$ cat config.mk
export PLATFORM = sky130hd
export DESIGN_NAME = reaction_control_flat
export DESIGN_NICKNAME = d
export VERILOG_FILES = /design/src/rtl/reaction_control_pkg.sv /design/src/rtl/reaction_control_if.sv /design/src/rtl/reaction_control_button_sync.sv /design/src/rtl/reaction_control.sv /design/src/flat_wrapper.sv
export SDC_FILE = /design/constraint.sdc
export NUM_CORES = 1
export LEC_CHECK = 0
export CORE_ASPECT_RATIO = 0.6
export CORE_MARGIN = 8
export CORE_UTILIZATION = 45
export DETAILED_ROUTE_END_ITERATION = 12
export PLACE_DENSITY = 0.75
export SLEW_MARGIN = 20
export SYNTH_ARGS = -nofsm -noshare
export SYNTH_HDL_FRONTEND = slang
export SYNTH_SLANG_ARGS = --single-unit
$ cat constraint.sdc
create_clock -name Clock -period 2.05 [get_ports Clock]
set_clock_uncertainty 0.15 [all_clocks]
set_input_delay 0.615 -clock Clock [delete_from_list [all_inputs] [get_ports Clock]]
set_output_delay 0.615 -clock Clock [all_outputs]
set_load 0.05 [all_outputs]
$ cat src/rtl/reaction_control_pkg.sv
// Shared types and constants for the reaction tester control slice.
package reaction_control_pkg;

  typedef enum logic [2:0] {
    IDLE        = 3'd0,
    WAIT        = 3'd1,
    TIMING      = 3'd2,
    DONE        = 3'd3,
    FALSE_START = 3'd4,
    TIMEOUT     = 3'd5
  } state_t;

  // Fibonacci taps 16,14,13,11 -> bits 15,13,12,10
  localparam logic [15:0] LFSR_TAPS    = 16'hB400;
  localparam logic [15:0] DEFAULT_SEED = 16'hACE1;
  localparam logic [3:0]  BCD_MAX      = 4'd9;

  function automatic logic [15:0] lfsr_step(input logic [15:0] s);
    return {s[14:0], ^(s & LFSR_TAPS)};
  endfunction

endpackage

$ cat src/rtl/reaction_control_if.sv
// Link between the reaction controller and the 4-digit BCD counter.
interface reaction_control_if;
  logic [3:0] BCD3;
  logic [3:0] BCD2;
  logic [3:0] BCD1;
  logic [3:0] BCD0;
  logic       CntClear;
  logic       CntEnable;

  modport master (
    input  BCD3, BCD2, BCD1, BCD0,
    output CntClear, CntEnable
  );

  modport slave (
    output BCD3, BCD2, BCD1, BCD0,
    input  CntClear, CntEnable
  );
endinterface

$ cat src/rtl/reaction_control_button_sync.sv
// Two-flop synchroniser plus history flop; Rise is a one-cycle rising-edge strobe.
module button_sync (
  input  logic Clock,
  input  logic Resetn,
  input  logic Pin,
  output logic Rise
);

  logic meta;
  logic sync;
  logic hist;

  always_ff @(posedge Clock or negedge Resetn) begin
    if (!Resetn) begin
      meta <= 1'b0;
      sync <= 1'b0;
      hist <= 1'b0;
    end else begin
      meta <= Pin;
      sync <= meta;
      hist <= sync;
    end
  end

  assign Rise = sync & ~hist;

endmodule

$ cat src/rtl/reaction_control.sv
// Reaction tester control FSM: random delay, stimulus LED, ms-rate counter
// enables, false-start and 9999 ms timeout detection.
module reaction_control
  import reaction_control_pkg::*;
#(
  parameter int unsigned CLK_HZ    = 50000000,
  parameter int unsigned TICK_HZ   = 1000,
  parameter int unsigned MIN_DELAY = 1000,
  parameter logic [15:0] LFSR_SEED = DEFAULT_SEED
) (
  input  logic               Clock,
  input  logic               Resetn,
  input  logic               Start,
  input  logic               Stop,
  reaction_control_if.master cnt,
  output logic               Led,
  output logic               FalseStart,
  output logic               Timeout
);

  localparam int unsigned DIV = CLK_HZ / TICK_HZ;
  localparam int unsigned PW  = (DIV > 1) ? $clog2(DIV) : 1;

  logic          start_rise;
  logic          stop_rise;
  state_t        state;
  logic [PW-1:0] pre;
  logic [15:0]   delay;
  logic [15:0]   lfsr;
  logic          tick;
  logic          at9999;
  logic          enter_wait;

  button_sync u_start_sync (
    .Clock  (Clock),
    .Resetn (Resetn),
    .Pin    (Start),
    .Rise   (start_rise)
  );

  button_sync u_stop_sync (
    .Clock  (Clock),
    .Resetn (Resetn),
    .Pin    (Stop),
    .Rise   (stop_rise)
  );

  assign tick   = (pre == PW'(DIV - 1));
  assign at9999 = (cnt.BCD3 == BCD_MAX) && (cnt.BCD2 == BCD_MAX) &&
                  (cnt.BCD1 == BCD_MAX) && (cnt.BCD0 == BCD_MAX);

  // Start is honoured only outside WAIT/TIMING; this cycle is the WAIT entry.
  assign enter_wait = start_rise &&
                      (state inside {IDLE, DONE, FALSE_START, TIMEOUT});

  assign cnt.CntClear  = enter_wait;
  assign cnt.CntEnable = (state == TIMING) & tick & ~stop_rise & ~at9999;

  always_ff @(posedge Clock or negedge Resetn) begin
    if (!Resetn) begin
      lfsr <= LFSR_SEED;
    end else begin
      lfsr <= lfsr_step(lfsr);
    end
  end

  // Restart from zero on clear so the first tick lands exactly DIV cycles later.
  always_ff @(posedge Clock or negedge Resetn) begin
    if (!Resetn) begin
      pre <= '0;
    end else if (enter_wait || tick) begin
      pre <= '0;
    end else begin
      pre <= pre + PW'(1);
    end
  end

  always_ff @(posedge Clock or negedge Resetn) begin
    if (!Resetn) begin
      state      <= IDLE;
      delay      <= '0;
      Led        <= 1'b0;
      FalseStart <= 1'b0;
      Timeout    <= 1'b0;
    end else begin
      case (state)
        WAIT: begin
          if (stop_rise) begin
            state      <= FALSE_START;
            FalseStart <= 1'b1;
          end else if (tick) begin
            delay <= delay - 16'd1;
            if (delay == 16'd1) begin
              state <= TIMING;
              Led   <= 1'b1;
            end
          end
        end
        TIMING: begin
          if (stop_rise) begin
            state <= DONE;
            Led   <= 1'b0;
          end else if (tick && at9999) begin
            state   <= TIMEOUT;
            Led     <= 1'b0;
            Timeout <= 1'b1;
          end
        end
        default: begin
          if (enter_wait) begin
            state      <= WAIT;
            delay      <= 16'(MIN_DELAY) + {5'b0, lfsr[10:0]};
            Led        <= 1'b0;
            FalseStart <= 1'b0;
            Timeout    <= 1'b0;
          end
        end
      endcase
    end
  end

endmodule

$ cat src/flat_wrapper.sv
// flat-port wrapper written by rule: the top's interface ports become plain ports
module reaction_control_flat import reaction_control_pkg::*;
#(
  parameter int unsigned CLK_HZ    = 50000000,
  parameter int unsigned TICK_HZ   = 1000,
  parameter int unsigned MIN_DELAY = 1000,
  parameter logic [15:0] LFSR_SEED = DEFAULT_SEED
)
  (Clock, Resetn, Start, Stop, Led, FalseStart, Timeout, cnt_BCD3, cnt_BCD2, cnt_BCD1, cnt_BCD0, cnt_CntClear, cnt_CntEnable);
  reaction_control_if cnt_i ();
  input  logic Clock;
  input  logic Resetn;
  input  logic Start;
  input  logic Stop;
  output logic Led;
  output logic FalseStart;
  output logic Timeout;
  input wire logic [$bits(cnt_i.BCD3)-1:0] cnt_BCD3;
  input wire logic [$bits(cnt_i.BCD2)-1:0] cnt_BCD2;
  input wire logic [$bits(cnt_i.BCD1)-1:0] cnt_BCD1;
  input wire logic [$bits(cnt_i.BCD0)-1:0] cnt_BCD0;
  output wire logic [$bits(cnt_i.CntClear)-1:0] cnt_CntClear;
  output wire logic [$bits(cnt_i.CntEnable)-1:0] cnt_CntEnable;
  assign cnt_i.BCD3 = cnt_BCD3;
  assign cnt_i.BCD2 = cnt_BCD2;
  assign cnt_i.BCD1 = cnt_BCD1;
  assign cnt_i.BCD0 = cnt_BCD0;
  assign cnt_CntClear = cnt_i.CntClear;
  assign cnt_CntEnable = cnt_i.CntEnable;
  reaction_control #(.CLK_HZ(CLK_HZ), .TICK_HZ(TICK_HZ), .MIN_DELAY(MIN_DELAY), .LFSR_SEED(LFSR_SEED)) u_core (.Clock(Clock), .Resetn(Resetn), .Start(Start), .Stop(Stop), .cnt(cnt_i), .Led(Led), .FalseStart(FalseStart), .Timeout(Timeout));
endmodule
; Word-level counts from Yosys, hierarchy flattened
; Index checks and enable logic that the tools add are counted.
[classes]
n_reduce_logical = 17
muxes = 24
eq_ne = 20
bitwise = 11
add_sub_neg = 3
[op_table]
columns = operator, count
row1 = two-way mux 16 bit, 4
row2 = case mux 16 bit (2 select lines), 1
row3 = two-way mux 3 bit, 6
row4 = "adder 16 x 1 -> 16 bit, second input constant", 1
row5 = "equality test 16 x 1 -> 1 bit, second input constant", 1
row6 = "equality test 16 bit, second input constant", 1
row7 = "equality test 4 bit, second input constant", 4
row8 = XOR reduction 16 bit, 1
row9 = "subtractor 16 x 1 -> 16 bit, second input constant", 1
row10 = "adder 10 x 11 -> 12 bit, first input constant", 1
row11 = AND reduction 4 bit, 3
row12 = two-way mux 1 bit, 9
row13 = "equality test 3 x 2 -> 1 bit, second input constant", 2
row14 = "equality test 3 bit, second input constant", 2
row15 = "!= test 2 x 1 -> 1 bit, second input constant", 3
row16 = "!= test 2 bit, second input constant", 3
row17 = "!= test 3 x 1 -> 1 bit, second input constant", 2
row18 = inverter 1 bit, 6
row19 = case mux 1 bit (2 select lines), 3
row20 = case mux 3 bit (2 select lines), 1
row21 = bitwise AND 1 bit, 5
row22 = logical AND 1 bit, 5
row23 = AND reduction 5 bit, 1
row24 = nonzero test 2 bit, 2
row25 = other kinds (7), 7
[word_totals]
elab_cells = 88
inputBits = 20
output_inout_bits = 5
register_bits = 60

; Logic depth before layout (Yosys ltp)
; Gate-level depths: netlist of run 1.
[logic_depth]
ltp_word = 8
depth_mapped = 7
mapped_depth_nobuf = 6

; Cells and area by module
; From an unflattened synthesis of run 1, not the netlist that was laid out.
[unflattened]
cells_unflattened = 286
area_unflattened_um2 = 2985.4
[by_module_without_submodules]
columns = module, area_each_um2, cells_each, n_inst, seq_area_each_um2
row1 = reaction_control, 2807.7, 278, 1, 1361.3
row2 = button_sync, 88.8, 4, 2, 75.1

; Worst setup path before layout of run 1
; No wires, ideal clock.
[synth_timing]
path_type = reg-to-output
startpoint = register u_core.state[0]
endpoint = output cnt_CntEnable
stages_incl_launch_ff = 4
required_time_ns = 1.285
slack_ns = -0.860
t_arrival_ns = 2.145
n_path_buf = 0
path_cell_list = dfrtp_1 or3b_2 nand2b_1 nor3_1
[synth_between]
elab_chain_cells = 4
[synth_lines]
columns = element, line_no
row1 = start: declaration, reaction_control.sv:26  ; state_t state;
row2 = start signal: assignment, reaction_control.sv:80  ; state <= IDLE;
row3 = start signal: assignment, reaction_control.sv:89  ; state <= FALSE_START;
row4 = start signal: assignment, reaction_control.sv:94  ; state <= TIMING;
row5 = equality test 3 x 2 -> 1 bit, reaction_control.sv:57  ; assign cnt.CntEnable = (state == TIMING) & tick & ~stop_rise & ~at9999;
row6 = bitwise AND 1 bit (3 in series), reaction_control.sv:57
row7 = end: declaration, flat_wrapper.sv:23  ; output wire logic [$bits(cnt_i.CntEnable)-1:0] cnt_CntEnable;
; Every way passes these cells.

; Worst setup path in the final report of run 1
; Same ends and word-level chain as after synthesis.

==> results of run 1 <==
## report_power, final
part           internal, mW  leakage, nW  switching, mW
Sequential             1.19        0.765        0.00301
Combinational        0.0410         1.20         0.0463
Clock                 0.742        0.111          0.468
## flip-flops by register name (all words and copies together) (netlist names)
register                  cells
u_core.delay                 16
u_core.Led                    1
u_core.u_start_sync.sync      1
u_core.u_stop_sync.meta       1
u_core.state                  3
u_core.lfsr                  16
u_core.u_start_sync.hist      1
u_core.pre                   16
u_core.u_start_sync.meta      1
u_core.u_stop_sync.hist       1
u_core.FalseStart             1
u_core.u_stop_sync.sync       1
u_core.Timeout                1
## final timing paths
path                                                         from                                  to  slack (ns)  cells past startpoint
max in group asynchronous                                  Resetn           u_core.lfsr[11]$_DFF_PN1_        1.32                      2
worst min-delay path                                       Resetn  u_core.u_start_sync.meta$_DFF_PN0_        0.10                      2
worst max-delay path                  u_core.state[0]$_DFFE_PN0P_                       cnt_CntEnable       -0.44                      4
worst min register to register  u_core.u_stop_sync.meta$_DFF_PN0_   u_core.u_stop_sync.sync$_DFF_PN0_        0.20                      0
worst max register to register           u_core.pre[11]$_DFF_PN0_        u_core.delay[13]$_DFFE_PN0P_       -0.43                      8
min in group Clock              u_core.u_stop_sync.meta$_DFF_PN0_   u_core.u_stop_sync.sync$_DFF_PN0_        0.20                      0
## cells by family (layout without fill, tap and decap cells)
logic type	count (synthesis)	in the layout	synth area share, %
buf+inv	19	117	2.53
xor+xnor	23	23	6.89
fa+ha+maj	4	4	1.71
compound gates	56	56	13.0
flops	60	60	51.7
simple gates	126	127	24.2
## area by class of cell
type	instances	area share, %
inverter	9	0.825
timing repair buffer	93	18.9
clock inverter	4	1.65
tap	84	2.39
clock buffer	11	3.44
sequential	60	34.4
multi-input combinational	210	38.4
## placed cells by master, fill, tap and decap left out, types with 4 or more instances in the layout
master and instances:
nand3_1 9, dlymetal6s2s_1 6, xor2_1 12, a21oi_1 8, nor2_1 36, dfrtp_1 52, o21ai_2 5, buf_6 14
nand4_1 7, inv_1 8, xnor2_1 11, dlygate4sd2_1 10, o21ai_0 5, nand2_1 18, buf_4 57, dfstp_2 8
nor4bb_4 4, o2bb2ai_2 4, clkbuf_8 11, nor3_1 8
## per-stage QoR
stage,TNS [ns],utilization [%],area (sq um)
after global routing,-7.41,71.0,4400
final,-6.17,71.0,4400
after CTS,-5.36,68.2,4220
after global placement,-4.83,59.6,3690
after floorplan,-1.73,-,2970
after detailed placement,-5.67,59.6,3690
## routing by layer
metal	GRT usage [%]	vias to the layer above
met5	0	-
li1	-	1232
met4	6.44	0
met2	29.4	154
met3	5.71	32
met1	23.6	1356
## what timing repair did
action                                  4_1_cts  5_1_grt
endpoints found under the setup margin       21       23
buffers inserted                              8        7
cloned                                        1        0
pin swaps                                    20       21
gates resized for setup                      68       30
==> flow_summary.yaml, run 1 <==
route:
  met3WireLength_microns: 695
  wirelength_microns: 9340
  wl_per_cell_microns: 19.8
  top_layer: "met4"
  vias_per_cell: 5.89
  drtIter0Drc: 160
  route.met2.wl_microns: 4380
  m1WireLength_microns: 3910
  num_vias: 2774
  dr.pass1.iters: 4
  antenna_left: 0
  drc: 0
placed_design:
  finalWeightedCongestion: 0.854
  io_buffers: 24
  dp.cells: 441
  dp_hpwl_microns: 5200
  place_worst_setup_slack_ns: -0.687
global_routing:
  grt_pass1_vias: 2697
  antenna_found_initial: 0
  grt_usage_pct: 18.5
  grt_pass1_wl_microns: 13700
  grt.overflow.total: 0
  grt_max_degree: 61
timing:
  min_period_ns: 2.49
  hold-worst-slack_ns: 0.101
  setup_viol: 23
  finalHoldViolations: 0
  grt_setup_unrepaired: "true"
  fin_ws_ns: -0.439
  tightest_slew_ns: 0.624
  fmax_mhz: 402
  slew_violations: 0
  slew_headroom_pct: 57.3
  min_period_over_period_pct: 121
cells_and_area:
  register_area_sq_mm: 0.00151
  multi_input_area_sq_mm: 0.00169
  fill_cells: 403
  nets: 407
  final_cells: 471
  drive_gt1_share_pct: 39.5
  antenna_cells: 0
  syn_to_final_growth_pct: 50.5
power_and_ir_drop:
  power_density_mw_per_mm2: 566
  power.leakage_nw: 2.08
  vdd_drop_max_v: 0.000597
  power_mw: 2.49
die:
  dieHeight_microns: 78.4
  die_w_microns: 120
  coreArea_sq_mm: 0.00619
  io_pins: 25
  core.rowCount: 22
  die-area_sq_mm: 0.00941
  start_util_pct: 47.2
logic_synthesis:
  ys_top_cells_by_area: "dfrtp_1 (45%), dfstp_2 (7.2%), nor2_1 (4.8%)"
  synth.distinct_cells: 48
  synthArstFlopShare_pct: 100
  synth-main-ff-cell: "dfrtp_1"
  syn-num-nets: 312
  ys_ff_latch: 60
  ys_warn_count: 0
  yosysTopAreaCellShare_pct: 44.5
  synth_seq_area_share_pct: 51.7
  avgSynthCellArea_sq_um: 10.1
  synth_edf_count: 0
  synth_area_sq_mm: 0.00292
  yosysMostFrequentCell: "dfrtp_1"
  ys_top_cells_by_count: "dfrtp_1 (52), nor2_1 (37), nand2_1 (21)"
  syn_inst: 288
  yosysTopAreaCell: "dfrtp_1"
run_status:
  violations: "setup timing"
  status: "complete, but fails checks"
clock_tree:
  clock-root-buffer: "clkbuf_8"
  cts_max_level: 3
  clock_path_buffers: 2
  cts_tree: "built"
  clk_pin_slew_worst_paths_ns: 0.07
  cts_made_buffers: 9
  clock_latency_ns: 0.35
  hold_buffers: 0
  cts_sinks: 60
setup_path:
  cp_max_fo: 3
  cp-end-kind: "output pin"
  critPathMaxStageDelay_ns: 0.43
  crit_buf_inv: 1
  critPathTopFamily: "simple AND/OR/NAND/NOR gates"
  critPathSlowestCell: "or3b_4"
  startpoint_type: "flop"
  crit_arrival_ns: 1.72
  cp.required_ns: 1.28
  worstSetupPathType: "reg -> out"
  crit_chain: "or3b_4, nand2b_4, nor3_4, buf_6"
job:
  maxCapViolCount: 0
min_path:
  hp-class: "in -> async"
Power figures use the tool's default switching activity.
==> inputs of run 2 (changes only) <==
ABC_AREA = 0   (was default)
==> results of run 2 <==
The final DEF is identical to that of run 1; final timing and power are the same.
==> inputs of run 3 (changes only) <==
CAP_MARGIN = 15   (was default)
CTS_BUF_LIST = sky130_fd_sc_hd__clkbuf_4 sky130_fd_sc_hd__clkbuf_8   (was default)
==> results of run 3 <==
The final DEF is identical to that of run 1; final timing and power are the same.
